$ cat src/rtl/writeback_stage.sv
// ----------------------------------------------------------------------------
// writeback_stage : MEM/WB register, writeback select, 32x32 register file
//                   with WB->ID bypass and retired-instruction counter.
// Revision 1.0
// ----------------------------------------------------------------------------
`default_nettype none

module writeback_stage #(
  parameter int REG_COUNT = 32,
  parameter int CNT_W     = 32
) (
  input  logic             clk,
  input  logic             rst,
  input  logic             valid_M,
  input  logic [31:0]      IR_M,
  input  logic [31:0]      ALU_output_M,
  input  logic [31:0]      LMD_M,
  input  logic             stall_W,
  input  logic             flush_W,
  input  logic [4:0]       rs_addr_D,
  input  logic [4:0]       rt_addr_D,
  output logic [31:0]      rs_data_D,
  output logic [31:0]      rt_data_D,
  output logic [31:0]      IR_W,
  output logic             reg_we_W,
  output logic [4:0]       dest_W,
  output logic [31:0]      wb_data_W,
  output logic [CNT_W-1:0] retired_W
);

  localparam logic [5:0] c_OP_RTYPE = 6'b000000;
  localparam logic [5:0] c_OP_LOAD  = 6'b001001;

  logic             valid_q, valid_d;
  logic [31:0]      ir_q, ir_d;
  logic [31:0]      alu_q, alu_d;
  logic [31:0]      lmd_q, lmd_d;
  logic [31:0]      rf_q [REG_COUNT];
  logic [CNT_W-1:0] retired_q;

  logic [5:0]       w_op;
  logic             w_is_rtype;
  logic             w_is_imm;
  logic             w_is_load;
  logic             w_commit;

  always_comb begin
    valid_d = valid_q;
    ir_d    = ir_q;
    alu_d   = alu_q;
    lmd_d   = lmd_q;
    if (flush_W) begin
      valid_d = 1'b0;
      ir_d    = '0;
      alu_d   = '0;
      lmd_d   = '0;
    end else if (!stall_W) begin
      valid_d = valid_M;
      ir_d    = IR_M;
      alu_d   = ALU_output_M;
      lmd_d   = LMD_M;
    end
  end

  always_ff @(posedge clk or posedge rst) begin
    if (rst) begin
      valid_q <= 1'b0;
      ir_q    <= '0;
      alu_q   <= '0;
      lmd_q   <= '0;
    end else begin
      valid_q <= valid_d;
      ir_q    <= ir_d;
      alu_q   <= alu_d;
      lmd_q   <= lmd_d;
    end
  end

  assign w_op       = ir_q[31:26];
  assign w_is_rtype = (w_op == c_OP_RTYPE);
  assign w_is_imm   = (w_op[5:2] == 4'b0001);
  assign w_is_load  = (w_op == c_OP_LOAD);

  assign IR_W      = ir_q;
  assign dest_W    = w_is_rtype ? ir_q[15:11] : ir_q[20:16];
  assign wb_data_W = w_is_load ? lmd_q : alu_q;
  assign reg_we_W  = valid_q && (w_is_rtype || w_is_imm || w_is_load) && (dest_W != 5'd0);

  // The instruction in WB commits on any edge that is not stalled; a flush
  // only replaces what enters WB, it does not cancel what is leaving.
  assign w_commit = !stall_W;

  always_ff @(posedge clk or posedge rst) begin
    if (rst) begin
      for (int i = 0; i < REG_COUNT; i++) begin
        rf_q[i] <= '0;
      end
    end else if (w_commit && reg_we_W) begin
      rf_q[dest_W] <= wb_data_W;
    end
  end

  always_ff @(posedge clk or posedge rst) begin
    if (rst) begin
      retired_q <= '0;
    end else if (w_commit && valid_q) begin
      retired_q <= retired_q + CNT_W'(1);
    end
  end

  assign retired_W = retired_q;

  assign rs_data_D = (rs_addr_D == 5'd0)                  ? 32'd0     :
                     (reg_we_W && (rs_addr_D == dest_W))  ? wb_data_W :
                                                            rf_q[rs_addr_D];
  assign rt_data_D = (rt_addr_D == 5'd0)                  ? 32'd0     :
                     (reg_we_W && (rt_addr_D == dest_W))  ? wb_data_W :
                                                            rf_q[rt_addr_D];

endmodule

`default_nettype wire
$ cat config.mk
export PLATFORM = sky130hd
export DESIGN_NAME = writeback_stage
export DESIGN_NICKNAME = d
export VERILOG_FILES = /design/src/rtl/writeback_stage.sv
export SDC_FILE = /design/constraint.sdc
export NUM_CORES = 2
export LEC_CHECK = 0
export CAP_MARGIN = 10
export CORE_MARGIN = 2
export CORE_UTILIZATION = 60
export DETAILED_ROUTE_END_ITERATION = 8
export PLACE_DENSITY = 0.79
export SYNTH_ARGS = -nofsm -noshare
export SYNTH_HDL_FRONTEND = slang
export SYNTH_SLANG_ARGS = --single-unit
$ cat constraint.sdc
create_clock -name clk -period 87 [get_ports clk]
set_input_delay 17.4 -clock clk [delete_from_list [all_inputs] [get_ports clk]]
set_output_delay 17.4 -clock clk [all_outputs]
set_load 0.005 [all_outputs]
## After elaboration in Yosys (flattened, before gate mapping)

Index checks and enable logic that the tools add are counted.

- Bits in registers: 1153
- Input port bits: 111
- Logic and storage cells: 87

- Add/sub/neg operators: 1
- Magnitude comparators: 4
- Equality and inequality tests: 5
- Multiplexer cells: 23
- Bitwise gates (word level): 3
- Reductions and logical operators: 14

Operator list:

| cell | count |
|---|---|
| $bwmux W1024 | 1 |
| $mux W32 | 16 |
| $bmux W32 S5 | 2 |
| $demux W32 S5 | 1 |
| $add A32 B1 Y32 const B | 1 |
| $ge A6 B6 Y1 const B | 3 |
| $not A5 Y6 | 3 |
| $eq A5 B5 Y1 | 2 |
| $logic_not A5 Y1 | 2 |
| $logic_and A1 B1 Y1 | 7 |
| $eq A6 B4 Y1 const B | 1 |
| $logic_not A6 Y1 | 1 |
| $lt A6 B1 Y1 const B | 1 |
| $mux W5 | 1 |
| $reduce_bool A5 Y1 | 1 |
| $eq A4 B1 Y1 const B | 1 |
| $logic_or A1 B1 Y1 | 2 |
| $mux W1 | 2 |
| $ne A2 B1 Y1 const B | 1 |
| $logic_not A1 Y1 | 1 |

## Logic depth before layout (Yosys ltp)

- Depth in word-level cells: 8
- Mapped depth: 10

## Least setup slack after synthesis

OpenSTA, ideal clock, no wires.

- Path type: input-to-output
- Start point: in rs_addr_D[0]
- End point: out rs_data_D[0]
- Data arrival time: 19427 ps
- Required time: 69600 ps
- Setup slack: 50173 ps
- Stages: 8
- Path buffers: 3
- Cell sequence: buf_2 buf_1 buf_2 mux4_2 a22oi_1 nand4_1 a31oi_1 a211oi_1

- Word-level cells in the longest chain between the ends: 6
- Elaborated cells between the ends (all ways): 9
- Those cells by class: 1 x eq/ne; 5 x mux; 1 x bitwise; 2 x reduce/logical

Ends and longest elaborated chain:

| what | line | RTL |
|---|---|---|
| start, declared | 20 | `input logic [4:0] rs_addr_D,` |
| $not A5 Y6 (not written as such) | 115 | `rf_q[rs_addr_D];` |
| $bmux W32 S5 | 115 |  |
| $mux W32 (not written as such) (2 in series) | 115 |  |
| $mux W32 | 114 | `(reg_we_W && (rs_addr_D == dest_W)) ? wb_data_W :` |
| $mux W32 * | 113 | `assign rs_data_D = (rs_addr_D == 5'd0) ? 32'd0 :` |
| end, declared | 22 | `output logic [31:0] rs_data_D,` |

Mark *: on every way between the ends. The rest lies on a longest branch, timed or not. The select of a mux whose other input is x is not followed.

## Worst setup path in the final report

- Start point: in rs_addr_D[1]
- End point: out rs_data_D[15]

The elaborated chain is that of the path after synthesis.

==> results.md <==
- Synth Register Bits: approximately 1200
- IO Count: 277
- Via/cell ratio: between 7 and 8
- DR iter-0 viols: between 7000 and 8000
- Routed via count: 49424
- WL/cell: around 29 um
- Internal power: roughly 900 uW
- Max Freq: 25.2 MHz
- Final #Nets: 5657
- Antenna violations before repair: 8
- Status: completed
- Hold WC Path Type: flop to flop
- Clk pwr share: 43.5%
- Count leader, synth: dfrtp_1
- Initial core utilization: 60.3%
- Top layer in use: met5
- CP required: 69600 ps
- Layout cells sized above 1: 13.9%
- Non-filler cells, final: 6935
- Setup_tns: 0 ps
- Fin util: 68.3%
- Post-CTS setup buffers: 0
- Crit Path Class: input port to output pin
- Chip height: ~320 um
- Grt total ovfl: 0
- Syn. warnings: 0
- Synth top area cells: dfrtp_1 49%, mux4_2 12%, mux2i_1 9.0%
- Post-synth top flop: dfrtp_1
- Slew headroom: between 15 and 20%
- CP arrival: 22220 ps
- Root Driver: clkbuf_16
- Final Cycle Share: 45.5%
- Placer congestion estimate: 0.906
- Post-synthesis mux area share: 21.5%
- Post-DP HPWL: 115000 um
- Switching Fraction: about a quarter
- Global-route wire length before repair: about 300000 um
- Largest family of logic cells by synthesized area: multiplexers
- Num Clock Sinks: 1153
- Area grow syn2layout: 13.2%
- Synthesized area: around 59000 um^2
- Largest area contributor in the netlist: dfrtp_1
- Share of synthesized cell area in full adder, half adder and majority cells: 0.0211%
- Psw: 324 uW
- Setup crit start kind: input port
- Max clock buf depth: 3
- Synth Area in XOR/XNOR: 0.488%
- Maximum VDD drop: 0.0176 mV
- Async SR Flop Fraction: 100%
- Post-synth EDFFs: 0
- CTS tree: built
- Final clock skew: 27.7 ps
- # DRC: 0
- Met3 routed WL: 28500 um
- Syn Inst Count: between 5000 and 6000
- Core Box Area: 98100 um^2
- Cell area power density: 18.6 nW/um^2
- Slew Limit Fails: 0
- Commonest cells in the synthesized netlist: 1153 x dfrtp_1, 702 x nor2_1, 583 x a21oi_1
- Comb pwr share: 11.4%
- Post-route minimum period: between 30000 and 40000 ps
- Vias in the first global route: 49266
- Cts hold-fix bufs: 0
- M1 WL: 70400 um
- Post-CTS sizing: 0
- Port bufs: 276
- Total Die Area: 101000 um^2
- Synth Area in Compound Gates: 15.1%
- Worst Path Max Fanout: 67
- Syn avg cell area: roughly 11 um^2
- Router iterations before antenna repair: 9
- Reg clk slew, reported paths: roughly 60 ps
- CTS buffer count: 118
- Aggregate global-route resource usage: 40.3%
- Placed insts: ~6700
- P_leak: 0.0298 uW
- Synth cell types: 61
- CP Capture Type: output pin
- Setup violators final: 0
- FP Rows: 115
- Post-synth net total: 5737
- Yosys top cell area share: about half
- Max cap viols: 0
- Met2 WL: between 80000 and 90000 um
- Worst skew pair latency: 730 ps
- WL final: 204000 um
- Final hold vios: 0
- Worst-margin pin slew: 1270 ps
- Largest net degree at the start of global routing: 179
- Register share of total power: 45.2%
- Detail Route Antenna Nets: 0
- Unrepaired setup endpoints after global routing: no
- Sequential area share after synthesis: 48.8%
- Min Hold Slack: 400 ps
- Die width: 318 um
- Post-Synth Simple-Gate Area: 9.77%
- Filler Cells Inserted: 7126
- # H-tree levels: 3
## worst paths after layout
path / slack [ps] / end / depth (start not counted) / startpoint
worst max-delay path: 47380 / rs_data_D[15] / 10 / rs_addr_D[1]
worst max register to register: 82850 / rf_q[946] / 7 / IR_W[29]
min in group asynchronous: 17240 / lmd_q[25] / 2 / rst
worst min register to register: 400 / rf_q[1014] / 0 / rf_q[1014]
worst min-delay path: 400 / rf_q[1014] / 0 / rf_q[1014]
max in group asynchronous: 65720 / rf_q[869] / 6 / rst
## critical path, stage by stage
cell             delay, ps
clkbuf_8               600
buf_4                  750
a31o_2                 200
o221a_2                220
nor4_4                  60
buf_4                  320
and3_1                 520
buf_4                  360
a211oi_1               970
clkdlybuf4s50_1        680
## through the flow
step | cell area (um^2) | power (uW) | worst slack, ps
2_1_floorplan | 59200 | 654 | 37130
3_3_place_gp | 62900 | 707 | 47630
3_5_place_dp | 62900 | 710 | 47600
4_1_cts | 67000 | 1240 | 47590
5_1_grt | 67000 | 1280 | 47250
6_report | 67000 | 1250 | 47380
## registers in the layout, summed over array words and instances (netlist names)
signal	cells
rf_q	1024
IR_W	32
alu_q	32
lmd_q	32
retired_W	32
valid_q	1
## routing by layer
metal | up-vias | GRT usage [%]
met1 | 24178 | 51.2
met4 | 14 | 25.9
met2 | 3868 | 59.7
met3 | 1094 | 13.4
li1 | 20270 | -
met5 | - | 0
## layout by cell type, fill, tap and decap left out, types with 9 or more instances in the layout
cell,instances
o22a_1,24
o211ai_1,49
clkdlybuf4s50_1,268
inv_1,43
a211oi_1,64
clkbuf_8,34
o22ai_1,25
a21oi_1,583
a221oi_1,25
mux2_2,33
a31oi_1,68
mux2i_4,31
buf_4,127
clkbuf_1,24
mux4_2,310
o21ai_0,420
and3_1,9
and3_2,13
dfrtp_1,1153
clkbuf_16,119
mux2i_1,503
nor2_1,694
xnor2_1,22
or2_2,9
nand4_1,54
clkinv_2,19
a22oi_1,253
nand3_1,95
nor3_1,10
xor2_1,9
nand2_1,411
bufinv_16,14
## cell type report
class                           count  area [um^2]  share of cell area [%]
Clock inverter                     45          616                   0.919
Sequential cell                  1153        28900                    43.1
Multi-Input combinational cell   3820        28400                    42.4
Timing Repair Buffer              408         3830                    5.72
Tap cell                         1287         1610                    2.40
Inverter                           44          173                   0.258
Clock buffer                      175         3510                    5.24
Antenna cell                        3         7.51                  0.0112
## power groups by stage
| stage | Clock [uW] | Combinational, uW | Sequential [uW] |
|---|---|---|---|
| finish | 542 | 142 | 564 |
| global route | 565 | 149 | 565 |
| CTS | 543 | 138 | 563 |
| detailed placement | 0 | 137 | 573 |
| global placement | 0 | 135 | 572 |
| floorplan | 0 | 84.0 | 570 |
## cell families (layout without fill, tap and decap cells)
family                     Yosys count  after routing
AOI/OAI and AO/OA                 1530           1530
other                                0              3
xor gates and xnor gates            33             33
DFF                               1153           1153
muxes                              881            881
adders and majority gates            1              1
buffers and inverters              652            672
and+or+nand+nor                   1375           1375
Note: power is estimated with default switching activity, not from simulation.
